`config.mk`:
```
export PLATFORM = sky130hd
export DESIGN_NAME = svc_rv_btb_upd_ctrl
export DESIGN_NICKNAME = d
export VERILOG_FILES = /design/src/rtl/svc_rv_bpred_pkg.sv /design/src/rtl/svc_rv_btb_upd_fifo.sv /design/src/rtl/svc_rv_btb_upd_ctrl.sv
export SDC_FILE = /design/constraint.sdc
export NUM_CORES = 1
export LEC_CHECK = 0
export BUFFER_PORTS_ARGS = -buffer_cell sky130_fd_sc_hd__clkbuf_2
export CAP_MARGIN = 0
export CORE_AREA = 3 3 135 137
export CTS_BUF_LIST = sky130_fd_sc_hd__clkbuf_2
export CTS_CLUSTER_DIAMETER = 50
export DETAILED_ROUTE_END_ITERATION = 8
export DIE_AREA = 0 0 138 140
export PLACE_DENSITY_LB_ADDON = 0.05
export RECOVER_POWER = 50
export SLEW_MARGIN = 10
export SYNTH_ARGS = -nofsm -noshare
export SYNTH_HDL_FRONTEND = slang
export SYNTH_SLANG_ARGS = --single-unit
```
`constraint.sdc`:
```
create_clock -name clk -period 5.9 [get_ports clk]
set_clock_uncertainty 0.2 [all_clocks]
set_input_delay 0.295 -clock clk [delete_from_list [all_inputs] [get_ports clk]]
set_output_delay 0.295 -clock clk [all_outputs]
set_load 0.05 [all_outputs]
```
`src/rtl/svc_rv_bpred_pkg.sv`:
```
// Shared branch-predictor types: BTB training payload and update-controller states.
package svc_rv_bpred_pkg;

   localparam int BPRED_XLEN = 32;

   typedef struct packed {
      logic [BPRED_XLEN-1:0] pc;
      logic [BPRED_XLEN-1:0] target;
      logic                  taken;
      logic                  is_return;
   } btb_upd_t;

   typedef enum logic [1:0] {
      IDLE,
      DRAIN,
      FLUSH
   } ctrl_state_t;

endpackage

```
`src/rtl/svc_rv_btb_upd_fifo.sv`:
```
// Small FIFO of BTB training updates with synchronous clear and a rewrite port
// for the newest entry.
module svc_rv_btb_upd_fifo
   import svc_rv_bpred_pkg::*;
#(
   parameter int DEPTH = 4
) (
   input  logic                     clk,
   input  logic                     rst,
   input  logic                     push,
   input  btb_upd_t                 push_data,
   input  logic                     pop,
   input  logic                     clear,
   input  logic                     tail_wr,
   input  btb_upd_t                 tail_data,
   output btb_upd_t                 head,
   output btb_upd_t                 tail,
   output logic                     full,
   output logic                     empty,
   output logic [$clog2(DEPTH):0]   count
);

   localparam int AW = $clog2(DEPTH);

   btb_upd_t      mem [DEPTH];
   logic [AW:0]   wr_ptr, rd_ptr;
   logic [AW-1:0] tail_idx;
   logic          do_push, do_pop;

   assign empty    = (wr_ptr == rd_ptr);
   assign full     = (wr_ptr[AW] != rd_ptr[AW]) && (wr_ptr[AW-1:0] == rd_ptr[AW-1:0]);
   assign count    = wr_ptr - rd_ptr;
   assign tail_idx = wr_ptr[AW-1:0] - 1'b1;
   assign head     = mem[rd_ptr[AW-1:0]];
   assign tail     = mem[tail_idx];
   assign do_pop   = pop && !empty;
   assign do_push  = push && (!full || do_pop);

   // NOTE: storage has no reset; pointers alone define validity, and the top masks the
   // payload while the queue is empty, so clearing the array would only cost area.
   always_ff @(posedge clk) begin
      if (do_push)
         mem[wr_ptr[AW-1:0]] <= push_data;
      else if (tail_wr && !empty)
         mem[tail_idx] <= tail_data;
   end

   // NOTE: sequential state is updated with non-blocking assignments only, so every
   // always_ff sees the pre-edge values regardless of evaluation order.
   always_ff @(posedge clk or posedge rst) begin
      if (rst) begin
         wr_ptr <= '0;
         rd_ptr <= '0;
      end else if (clear) begin
         wr_ptr <= '0;
         rd_ptr <= '0;
      end else begin
         if (do_push) wr_ptr <= wr_ptr + 1'b1;
         if (do_pop)  rd_ptr <= rd_ptr + 1'b1;
      end
   end

endmodule

```
`src/rtl/svc_rv_btb_upd_ctrl.sv`:
```
// Single write source for the BTB: drains queued training updates and runs the
// invalidate-all flush sequence. Define SVC_RV_BTB_UPD_COALESCE_EN to merge same-PC updates.
module svc_rv_btb_upd_ctrl
   import svc_rv_bpred_pkg::*;
#(
   parameter int XLEN        = BPRED_XLEN,
   parameter int DEPTH       = 4,
   parameter int BTB_ENTRIES = 16
) (
   input  logic                           clk,
   input  logic                           rst,
   input  logic                           upd_valid,
   input  logic [XLEN-1:0]                upd_pc,
   input  logic [XLEN-1:0]                upd_target,
   input  logic                           upd_taken,
   input  logic                           upd_is_return,
   input  logic                           flush_req,
   output logic                           btb_wr_valid,
   input  logic                           btb_wr_ready,
   output logic                           btb_wr_inval,
   output logic [$clog2(BTB_ENTRIES)-1:0] btb_wr_idx,
   output logic [XLEN-1:0]                btb_wr_pc,
   output logic [XLEN-1:0]                btb_wr_target,
   output logic                           btb_wr_taken,
   output logic                           btb_wr_is_return,
   output logic                           flush_busy,
   output logic                           flush_done,
   output logic                           upd_dropped
);

   localparam int AW = $clog2(DEPTH);
   localparam int IW = $clog2(BTB_ENTRIES);

   ctrl_state_t   state, next_state;
   logic [IW-1:0] flush_idx;
   logic          flush_last;
   logic          flush_done_q, dropped_q;

   btb_upd_t      new_upd, q_head, q_tail;
   logic          q_full, q_empty;
   logic [AW:0]   q_count, next_count;
   logic          push, pop, clear, tail_wr, drop, coal_hit;

   assign new_upd = '{pc: upd_pc, target: upd_target, taken: upd_taken, is_return: upd_is_return};

   svc_rv_btb_upd_fifo #(.DEPTH(DEPTH)) u_fifo (
      .clk       (clk),
      .rst       (rst),
      .push      (push),
      .push_data (new_upd),
      .pop       (pop),
      .clear     (clear),
      .tail_wr   (tail_wr),
      .tail_data (new_upd),
      .head      (q_head),
      .tail      (q_tail),
      .full      (q_full),
      .empty     (q_empty),
      .count     (q_count)
   );

   assign pop        = (state != FLUSH) && !q_empty && btb_wr_ready;
   assign flush_last = (flush_idx == IW'(BTB_ENTRIES - 1));

`ifdef SVC_RV_BTB_UPD_COALESCE_EN
   // The head leaving this cycle cannot be rewritten; otherwise the merge would be lost.
   assign coal_hit = !q_empty && (upd_pc == q_tail.pc) && !(pop && q_count == (AW+1)'(1));
`else
   logic unused_tail;
   assign unused_tail = ^q_tail;
   assign coal_hit    = 1'b0;
`endif

   // NOTE: every output of this block gets a default first, so no path infers a latch.
   always_comb begin
      next_state = state;
      push       = 1'b0;
      clear      = 1'b0;
      tail_wr    = 1'b0;
      drop       = 1'b0;
      next_count = q_count;
      case (state)
         IDLE, DRAIN: begin
            if (flush_req) begin
               clear      = 1'b1;
               drop       = upd_valid;
               next_state = FLUSH;
            end else begin
               if (upd_valid) begin
                  if (coal_hit)
                     tail_wr = 1'b1;
                  else if (!q_full || pop)
                     push = 1'b1;
                  else
                     drop = 1'b1;
               end
               next_count = q_count + (AW+1)'(push) - (AW+1)'(pop);
               next_state = (next_count != '0) ? DRAIN : IDLE;
            end
         end
         FLUSH: begin
            drop = upd_valid;
            if (btb_wr_ready && flush_last)
               next_state = IDLE;
         end
         default: next_state = IDLE;
      endcase
   end

   always_comb begin
      btb_wr_valid     = 1'b0;
      btb_wr_inval     = 1'b0;
      btb_wr_idx       = '0;
      btb_wr_pc        = '0;
      btb_wr_target    = '0;
      btb_wr_taken     = 1'b0;
      btb_wr_is_return = 1'b0;
      if (state == FLUSH) begin
         btb_wr_valid = 1'b1;
         btb_wr_inval = 1'b1;
         btb_wr_idx   = flush_idx;
      end else if (!q_empty) begin
         btb_wr_valid     = 1'b1;
         btb_wr_pc        = q_head.pc;
         btb_wr_target    = q_head.target;
         btb_wr_taken     = q_head.taken;
         btb_wr_is_return = q_head.is_return;
      end
   end

   always_ff @(posedge clk or posedge rst) begin
      if (rst) begin
         state        <= IDLE;
         flush_idx    <= '0;
         flush_done_q <= 1'b0;
         dropped_q    <= 1'b0;
      end else begin
         state        <= next_state;
         dropped_q    <= drop;
         flush_done_q <= (state == FLUSH) && btb_wr_ready && flush_last;
         if (state == FLUSH && btb_wr_ready)
            flush_idx <= flush_last ? '0 : flush_idx + 1'b1;
      end
   end

   assign flush_busy  = (state == FLUSH);
   assign flush_done  = flush_done_q;
   assign upd_dropped = dropped_q;

endmodule

```
Yosys cells after proc, flatten, opt, wreduce, memory -nomap -nowiden --
Memory sizes are Yosys's and may differ from the RTL's. Cells that the tools add are included.
Cells by class: equality and inequality tests 8, magnitude comparators 0, $mul 0, reductions and logical operators 17, divide/modulo/power cells 0, bitwise gates (word level) 0, shift operators 0, mux-type cells 35, $add $sub $neg 6
Operator list (count):
- 2-to-1 mux 32 bit | 4
- 2-to-1 mux 1 bit | 21
- 2-to-1 mux 3 bit | 4
- logical AND 1 bit | 8
- 2-to-1 mux 4 bit | 2
- adder 3 x 1 -> 3 bit (second input constant) | 2
- adder 4 x 1 -> 4 bit (second input constant) | 1
- equality test 4 bit (second input constant) | 1
- 2-to-1 mux 2 bit | 2
- case mux 2 bit (2 select lines) | 1
- nonzero test 2 bit | 2
- adder 3 x 1 -> 3 bit | 1
- equality test 3 bit | 1
- nonzero test 3 bit | 1
- subtractor 3 x 1 -> 3 bit | 1
- subtractor 3 bit | 1
- equality test 2 x 1 -> 1 bit (second input constant) | 1
- equality test 2 bit | 1
- equality test 2 bit (second input constant) | 1
- logical NOT 1 bit | 2
- logical NOT 2 bit | 1
- logical OR 1 bit | 2
- inequality test 2 x 1 -> 1 bit (second input constant) | 1
- inequality test 2 bit (second input constant) | 1
- other kinds (3) | 3
Storage, ports and cells: input port bits 71, bits in latches 0, bits in registers 14, memories 1, memory bits (read-only) 0, memory bits (writable) 264
Memories:
- u_fifo.mem | depth 4, width 66, rd ports 1, clocked after memory_dff 0, write ports 1, RTL line svc_rv_btb_upd_fifo.sv:25 | btb_upd_t mem [DEPTH];

Logic depth before layout (Yosys ltp) --
Gate-level depths: netlist (run 1).
word-level depth 15, mapped depth 12

Cells and area by module --
A second synthesis (run 1) with hierarchy kept.
Second synthesis, totals: cells, all modules 687, area total of the unflattened synthesis 13650.6 µm²
Modules (own cells, without submodules):
- svc_rv_btb_upd_fifo | instances 1, area an instance 12652.1 µm², cells each 558, sequential area each 8077.7 µm²
- svc_rv_btb_upd_ctrl | instances 1, area an instance 998.5 µm², cells each 129, sequential area each 200.2 µm²

Worst setup path after synthesis (run 1) --
Ideal clock, no wire load.
path kind reg2reg, from register u_fifo.rd_ptr[1], to memory u_fifo.mem[0][0] (netlist bit), enable pin, data required time 5.269 ns, setup time 0.431 ns, setup slack 2.619 ns, cell stages (with the launch flop) 6, arrival 2.650 ns, cell sequence dfrtp_1 buf_2 xnor2_1 nand4_1 and3_4 and2_1
On the way: word-level cells in the longest chain between the ends 14, elaborated cells on any way between the ends 19, classes of those cells eq/ne (2); mux (8); reduce/logical (9)
RTL lines:
- start, declared | RTL line svc_rv_btb_upd_fifo.sv:26 | logic [AW:0] wr_ptr, rd_ptr;
- start signal, assigned | RTL line svc_rv_btb_upd_fifo.sv:59 | if (do_pop) rd_ptr <= rd_ptr + 1'b1;
- equality test 3 bit | RTL line svc_rv_btb_upd_fifo.sv:30 | assign empty = (wr_ptr == rd_ptr);
- logical NOT 1 bit | RTL line svc_rv_btb_upd_fifo.sv:36, svc_rv_btb_upd_fifo.sv:44, svc_rv_btb_upd_ctrl.sv:62
- logical AND 1 bit (2 in a row) | RTL line svc_rv_btb_upd_ctrl.sv:62 | assign pop = (state != FLUSH) && !q_empty && btb_wr_ready;
- logical OR 1 bit | RTL line svc_rv_btb_upd_ctrl.sv:92 | else if (!q_full || pop)
- 2-to-1 mux 1 bit | RTL line svc_rv_btb_upd_ctrl.sv:92
- 2-to-1 mux 1 bit | RTL line svc_rv_btb_upd_ctrl.sv:89 | if (upd_valid) begin
- 2-to-1 mux 1 bit | RTL line svc_rv_btb_upd_ctrl.sv:84 | if (flush_req) begin
- 2-to-1 mux 1 bit | RTL line svc_rv_btb_upd_ctrl.sv:82 | case (state)
- 2-to-1 mux 1 bit | RTL line svc_rv_btb_upd_ctrl.sv:84
- 2-to-1 mux 1 bit | RTL line svc_rv_btb_upd_ctrl.sv:82
- logical AND 1 bit (*) | RTL line svc_rv_btb_upd_fifo.sv:37 | assign do_push = push && (!full || do_pop);
- 2-to-1 mux 1 bit (*) | RTL line svc_rv_btb_upd_fifo.sv:42 | if (do_push)
- 2-to-1 mux 1 bit (not written as such) (*) | RTL line svc_rv_btb_upd_fifo.sv:43 | mem[wr_ptr[AW-1:0]] <= push_data;
- end, declared | RTL line svc_rv_btb_upd_fifo.sv:25
Mark *: on every way between the ends. The rest lies on a longest branch, timed or not. The select of a mux whose other input is x is not followed.

Final worst setup path (run 1) --
from register u_fifo.rd_ptr[0], to register u_fifo.wr_ptr[2]
On the way: word-level cells in the longest chain between the ends 13, elaborated cells on any way between the ends 18, classes of those cells eq/ne (2); mux (6); reduce/logical (10)
RTL lines:
- equality test 3 bit | RTL line svc_rv_btb_upd_fifo.sv:30
- logical NOT 1 bit | RTL line svc_rv_btb_upd_fifo.sv:36, svc_rv_btb_upd_ctrl.sv:62
- logical AND 1 bit (2 in a row) | RTL line svc_rv_btb_upd_ctrl.sv:62
- logical OR 1 bit | RTL line svc_rv_btb_upd_ctrl.sv:92
- 2-to-1 mux 1 bit | RTL line svc_rv_btb_upd_ctrl.sv:92
- 2-to-1 mux 1 bit | RTL line svc_rv_btb_upd_ctrl.sv:89
- 2-to-1 mux 1 bit | RTL line svc_rv_btb_upd_ctrl.sv:84
- 2-to-1 mux 1 bit | RTL line svc_rv_btb_upd_ctrl.sv:82
- 2-to-1 mux 1 bit | RTL line svc_rv_btb_upd_ctrl.sv:84
- 2-to-1 mux 1 bit | RTL line svc_rv_btb_upd_ctrl.sv:82
- logical AND 1 bit (*) | RTL line svc_rv_btb_upd_fifo.sv:37
- nonzero test 2 bit (no source line) (*)
- end signal, assigned | RTL line svc_rv_btb_upd_fifo.sv:58 | if (do_push) wr_ptr <= wr_ptr + 1'b1;
- end, declared | RTL line svc_rv_btb_upd_fifo.sv:26
Marked as above. A chain may end at the register's enable or synchronous reset.

==> impl_metrics.json, run 1 <==
{
  "fp-row-count": 48,
  "die_h_um": 140,
  "synth_area_per_cell_um2": 21.2,
  "finalHoldViolCount": 0,
  "start_util_pct": 63.4,
  "wl_um": 21300,
  "avgRoutedWirePerCell_um": 19.7,
  "ys_seq_area_share_pct": 76.1,
  "hpwl_um": 11000,
  "min_path_type": "in -> reg",
  "fin_crit_ns": 4.82,
  "synth_fp_nets": 595,
  "cts-root-buf": "clkbuf_2",
  "max_freq_mhz": 208,
  "cts_resized": 0,
  "ys_ff_latch": 278,
  "grt_first_pass_wirelength_um": 33700,
  "cts_hold_buf": 94,
  "pwr-share-seq_pct": 41.5,
  "cts_made_buffers": 68,
  "status": "complete, but fails checks",
  "yosysWarnings": 0,
  "violations": "max-capacitance violations, max-slew violations",
  "required_ns": 6.23,
  "finalPower_mw": 5.79,
  "die_w_um": 138,
  "crit_type": "reg -> reg",
  "clock_sinks": 278,
  "core-area_mm2": 0.0172,
  "grt-ovfl-total": 0,
  "p_per_area_mw_per_mm2": 433,
  "cts.path.max_buffers": 3,
  "dr_total_vias": 5935,
  "io_pins": 146,
  "areaGrowthSynthToFinish_pct": 23.0,
  "drv_slew": 68,
  "finalCritPeriodShare_pct": 81.7,
  "p_int_mw": 3.51,
  "cp.arrival_ns": 5.15,
  "rsz0062_at_grt": "false",
  "fin_nets": 893,
  "drive_above_1_share_pct": 30.1,
  "startpoint_type": "register",
  "setup_violations": 0,
  "cap_violations": 1,
  "clk_latency_ns": 0.80,
  "slew_headroom_pct": -136,
  "cts_tree": "done",
  "io_buffers": 145,
  "cts_setup_buffers": 0,
  "switchingPower_mw": 2.28,
  "swShare_pct": 39.4,
  "drt-initial-drc-count": 281,
  "comb_power_share_pct": 36.6,
  "syn_inst": 514,
  "ys_types": 36,
  "worst_slew_pin_slew_ns": 3.54,
  "finalSetupTns_ns": 0,
  "pwr-share-clk_pct": 21.9,
  "fp.dieArea_mm2": 0.0193,
  "cp-end-kind": "register",
  "firstDrtPassIters": 4,
  "drc_errors": 0,
  "ant_nets": 0,
  "grt_util_all_layers_pct": 22.3,
  "grt_max_degree": 70,
  "path_clk_slew_ns": 0.11,
  "synth_area_mm2": 0.0109,
  "viasPerCell": 5.50,
  "htreeDepth": 3,
  "grt_pass1_vias": 6531,
  "antenna_found_initial": 1,
  "gp_congestion": 0.798,
  "peakVddDrop_uv": 311,
  "cellLeakagePower_nw": 4.66,
  "crit_fanout": 67
}
==> sequential cells by signal (all words and copies together) (netlist names) <==
signal	count
state	2
flush_idx	4
upd_dropped	1
u_fifo.rd_ptr	3
u_fifo.mem	264
flush_done	1
u_fifo.wr_ptr	3
==> cells by family after synthesis <==
kind of cell / count (synthesis) / share of synthesized area (%)
adders and majority gates: 10 / 1.29
buffers and inverters: 35 / 1.56
DFF: 278 / 76.1
and+or+nand+nor: 98 / 5.39
AOI/OAI and AO/OA: 16 / 0.977
muxes: 69 / 14.0
xor gates and xnor gates: 8 / 0.713
==> path summary, 6_finish.rpt <==
path / from / endpoint / slack, ns / cells after the start
setup / recovery: u_fifo.rd_ptr[0] / u_fifo.wr_ptr[2] / 1.08 / 4
hold / removal: upd_target[26] / u_fifo.mem[0][28] / 0.10 / 2
setup reg to reg: u_fifo.rd_ptr[0] / u_fifo.wr_ptr[2] / 1.08 / 4
hold reg to reg: flush_idx[3] / flush_idx[3] / 0.32 / 1
max in group asynchronous: rst / u_fifo.rd_ptr[1] / 4.62 / 4
min in group asynchronous: rst / u_fifo.wr_ptr[1] / 0.42 / 4
==> cells in the mapped netlist, drive strengths merged <==
library cell  count  area (um^2)
xor2              1         16.3
a41o              1         10.0
clkbuf            9         35.0
nor3              1         5.00
a21o              1         7.51
edfxtp          264         7930
buf              16         97.6
nand2             9         33.8
a21oi             4         20.0
nor2              3         11.3
nor2b            67          419
a311o             1         10.0
and3              3         23.8
mux2              2         26.3
nand4             2         12.5
inv              10         37.5
dfrtp            14          350
nand2b            1         6.26
ha                8          100
nand3             2         10.0
or3               1         6.26
fa                2         40.0
o31a              1         8.76
mux2i             1         10.0
and2              8         50.1
o31ai             1         7.51
o21ai             6         33.8
and4              1         8.76
xnor2             7         61.3
a311oi            1         8.76
mux4             66         1490
==> worst max-delay path, cell delays in order, from the launching register on <==
cell     delay, ns
dfrtp_4       0.88
xnor2_1       0.27
nand4_1       0.25
and4_1        2.64
mux2i_1       0.28
==> placed cells by master (no fill, tap or decap), types with 2 or more instances in the layout <==
cell type and n:
clkinvlp_4 2, nand3_1 2, and2_1 4, inv_1 10
ha_1 8, fa_1 2, bufinv_16 3, o21ai_0 5
dlygate4sd3_1 105, edfxtp_1 264, clkinv_2 2, clkbuf_1 67
dfrtp_1 12, inv_2 2, nor2b_1 67, buf_4 3
clkbuf_2 170, xnor2_1 7, mux4_2 66, nor2_1 3
nand4_1 2, nand2_1 9, dfrtp_4 2, a21oi_1 4
and3_1 3, clkinv_1 10, and2_4 3
==> power by group through the flow <==
| stage | Clock [mW] | Sequential (mW) | Combinational (mW) |
|---|---|---|---|
| after global routing | 1.41 | 2.43 | 2.25 |
| after CTS | 1.30 | 2.41 | 2.15 |
| final | 1.27 | 2.40 | 2.12 |
| after floorplan | 0 | 2.39 | 1.69 |
| after global placement | 0 | 2.44 | 2.06 |
| after detailed placement | 0 | 2.45 | 2.09 |
==> layer usage <==
layer	global-route usage [%]	vias to the layer above	wire, um
li1	-	2679	-
met1	28.4	3016	8490
met2	37.6	217	11000
met3	5.91	23	1390
met4	8.48	0	349
met5	0	-	0
==> through the flow <==
stage / hold slack (ns) / utilization (%) / std cells / cell area (um^2) / setup slack (ns)
detailed placement: 0.154 / 68.7 / 862 / 11800 / 2.20
finish: 0.104 / 77.9 / 1079 / 13400 / 1.08
global route: 0.0558 / 77.9 / 1079 / 13400 / 0.611
CTS: 0.000168 / 77.8 / 1067 / 13400 / 1.33
floorplan: -0.0158 / - / 514 / 10900 / 2.62
global placement: 0.155 / 68.7 / 862 / 11800 / 2.31
==> final cells by class <==
type / count / area, um^2
diodes: 1 / 2.50
clock buffers: 92 / 460
clock inverters: 19 / 160
fillers: 1035 / 3790
inverters: 10 / 37.5
multi-input cells: 201 / 2440
flip-flops and latches: 278 / 8290
well taps: 225 / 282
repair buffers: 253 / 1720
(Power assumes the default switching activity.)
==> inputs of run 2 (changes only) <==
--- a/config.mk
+++ b/config.mk
@@ -5,13 +5,14 @@
 export SDC_FILE = /design/constraint.sdc
 export NUM_CORES = 1
 export LEC_CHECK = 0
+export ABC_AREA = 1
 export BUFFER_PORTS_ARGS = -buffer_cell sky130_fd_sc_hd__clkbuf_2
 export CAP_MARGIN = 0
-export CORE_AREA = 3 3 135 137
+export CORE_AREA = 3 3 149 151
 export CTS_BUF_LIST = sky130_fd_sc_hd__clkbuf_2
 export CTS_CLUSTER_DIAMETER = 50
 export DETAILED_ROUTE_END_ITERATION = 8
-export DIE_AREA = 0 0 138 140
+export DIE_AREA = 0 0 152 154
 export PLACE_DENSITY_LB_ADDON = 0.05
 export RECOVER_POWER = 50
 export SLEW_MARGIN = 10
==> constraint.sdc (replaced) <==
create_clock -name clk -period 4.34 [get_ports clk]
set_clock_uncertainty 0.2 [all_clocks]
set_input_delay 0.217 -clock clk [delete_from_list [all_inputs] [get_ports clk]]
set_output_delay 0.217 -clock clk [all_outputs]
set_load 0.05 [all_outputs]
==> run 2 against run 1 <==
The run still ends with max-capacitance violations, max-slew violations left. Synthesized cell count is 76% higher. Synthesized area rose by 4.0%. Sequential share of layout area down 3.7 points.
==> impl_metrics.json, run 2 <==
{
  "fin_nets": 1303,
  "core-area_mm2": 0.0210,
  "crit_fanout": 56,
  "syn_inst": 903,
  "final_common_cell": "nor2_1",
  "ys_ff_latch": 278,
  "fin_crit_ns": 3.83,
  "cts.path.max_buffers": 3,
  "drt-initial-drc-count": 432,
  "grt_max_degree": 115,
  "synth_area_leaders": "edfxtp_1, nor2_1, o21ai_0",
  "required_ns": 3.92,
  "top_regs": "u_fifo.mem x264, flush_idx x4",
  "finalHoldViolCount": 0,
  "drc_errors": 0,
  "grt_pass1_vias": 7858,
  "synth_edf_count": 264,
  "cp.arrival_ns": 3.42,
  "slew_headroom_pct": -6.35,
  "crit_type": "reg -> out",
  "whs_path_depth": 4,
  "dr_total_vias": 7796,
  "hpwl_um": 12300,
  "yosysMostFrequentCell": "nor2_1",
  "drive_above_1_share_pct": 24.5,
  "ys_seq_area_share_pct": 73.1,
  "cp-end-kind": "output port",
  "n_fill_cell": 1644,
  "regMostFlops": "u_fifo.mem",
  "synth_fa_ha_area_share_pct": 1.24,
  "layoutNonFillerInstCount": 1544,
  "io_pins": 146,
  "startpoint_type": "register",
  "path_clk_slew_ns": 0.10,
  "cap_violations": 1,
  "setup_violations": 0,
  "synth_top_area_cell": "edfxtp_1",
  "clock_sinks": 278,
  "grt_util_all_layers_pct": 21.2,
  "avgRoutedWirePerCell_um": 16.1,
  "peakVddDrop_uv": 447,
  "cts-root-buf": "clkbuf_2",
  "synth_mux_area_share_pct": 0,
  "cts_tree": "done",
  "wl_um": 24800,
  "antenna_found_initial": 2,
  "viasPerCell": 5.05,
  "async_flop_share_pct": 5.04,
  "dpl_cell_area_mm2": 0.0123,
  "die_w_um": 152,
  "fp.dieArea_mm2": 0.0234,
  "min_path_type": "in -> reg",
  "synth_compound_area_share_pct": 10.7,
  "synth_top_family_by_area": "simple AND/OR/NAND/NOR gates",
  "final_cell_mix": "nor2_1, edfxtp_1, clkbuf_2",
  "rsz0062_at_grt": "false",
  "finalInstanceArea_mm2": 0.0142,
  "max_freq_mhz": 261,
  "grt-ovfl-total": 0,
  "cts_made_buffers": 72,
  "placed_cells": 1284,
  "areaGrowthSynthToFinish_pct": 25.7,
  "fp-row-count": 53,
  "p_per_area_mw_per_mm2": 655,
  "synth_area_per_cell_um2": 12.5,
  "die_h_um": 154,
  "htreeDepth": 3,
  "status": "complete, but fails checks",
  "clk_latency_ns": 0.76,
  "yosysTopAreaCellShare_pct": 70.0,
  "worst_slew_pin_slew_ns": 1.60,
  "yosys.area_share.simple_pct": 11.1,
  "synth_fp_nets": 984,
  "ant_nets": 0,
  "ys_types": 29,
  "synth_common_cells": "nor2_1, edfxtp_1, o21ai_0, a21oi_2, a21oi_1",
  "start_util_pct": 54.0,
  "finalSetupTns_ns": 0,
  "largest_reg_flops": 264,
  "cellLeakagePower_nw": 5.42,
  "violations": "max-capacitance violations, max-slew violations",
  "finalCritPeriodShare_pct": 88.3,
  "grt_first_pass_wirelength_um": 39600,
  "reg2reg_depth": 8,
  "firstDrtPassIters": 4,
  "yosysWarnings": 0,
  "drv_slew": 26,
  "synth_xor_area_share_pct": 0.232,
  "synth_area_mm2": 0.0113,
  "gp_congestion": 0.771,
  "io_buffers": 145,
  "ys.flop_type": "edfxtp_1"
}
## run 2: layout make-up
cell class | instances | area (um^2) | area share [%]
Tap cell | 275 | 344 | 2.42
Sequential cell | 278 | 8280 | 58.2
Antenna cell | 2 | 5.00 | 0.0352
Clock buffer | 105 | 526 | 3.69
Multi-Input combinational cell | 545 | 2650 | 18.6
Timing Repair Buffer | 297 | 2240 | 15.7
Inverter | 28 | 108 | 0.756
Clock inverter | 14 | 80.1 | 0.563
## run 2: worst max-delay path, stage by stage, from the launching register on
cell and delay (ns):
dfrtp_1 0.68, inv_4 0.19, nand2_1 0.11, nand2_1 0.08, nor2_4 0.12, nand2_2 0.08
nand2_4 0.73, buf_4 0.37, a21oi_2 0.05, clkbuf_2 0.25
## run 2: path summary, 6_finish.rpt
check | slack (ns) | start | end
max | 0.51 | u_fifo.rd_ptr[0] | btb_wr_pc[29]
min | 0.11 | btb_wr_ready | flush_done
max reg2reg | 0.60 | u_fifo.rd_ptr[0] | u_fifo.mem[0][58]
min reg2reg | 0.31 | flush_idx[3] | flush_idx[3]
max in group asynchronous | 3.10 | rst | u_fifo.rd_ptr[1]
min in group asynchronous | 0.40 | rst | u_fifo.wr_ptr[1]
## run 2: kinds of logic after synthesis
group	count (synthesis)
and+or+nand+nor	322
DFF	278
AOI/OAI and AO/OA	210
buffers and inverters	80
adders and majority gates	10
xor gates and xnor gates	3
## run 2: routing by layer
layer	GRT usage, %	vias up	wire (um)
met4	8.26	0	546
met1	26.0	3711	10600
li1	-	3844	-
met3	4.67	46	1370
met5	0	-	0
met2	37.0	195	12400
## run 2: power by group
part	internal [mW]	total, mW	switching [mW]	leakage [nW]
Clock	0.695	1.68	0.983	0.478
Combinational	1.01	4.39	3.38	2.38
Sequential	3.15	3.26	0.104	2.56
## run 2: what timing repair did
item,4_1_cts,5_1_grt
hold buffers,139,0
buffers inserted,0,0
gates resized for setup,0,0
hold endpoints to repair,303,0
## run 2: stage by stage
stage	power (mW)	utilization, %	worst slack [ns]	hold WS (ns)
final	9.32	67.9	0.506	0.113
after global routing	9.91	67.9	0.210	0.0571
after global placement	7.62	58.5	1.29	0.0942
after detailed placement	7.65	58.5	1.25	0.0924
after floorplan	6.78	-	-0.273	-0.0938
after CTS	9.44	68.1	0.543	0.0275
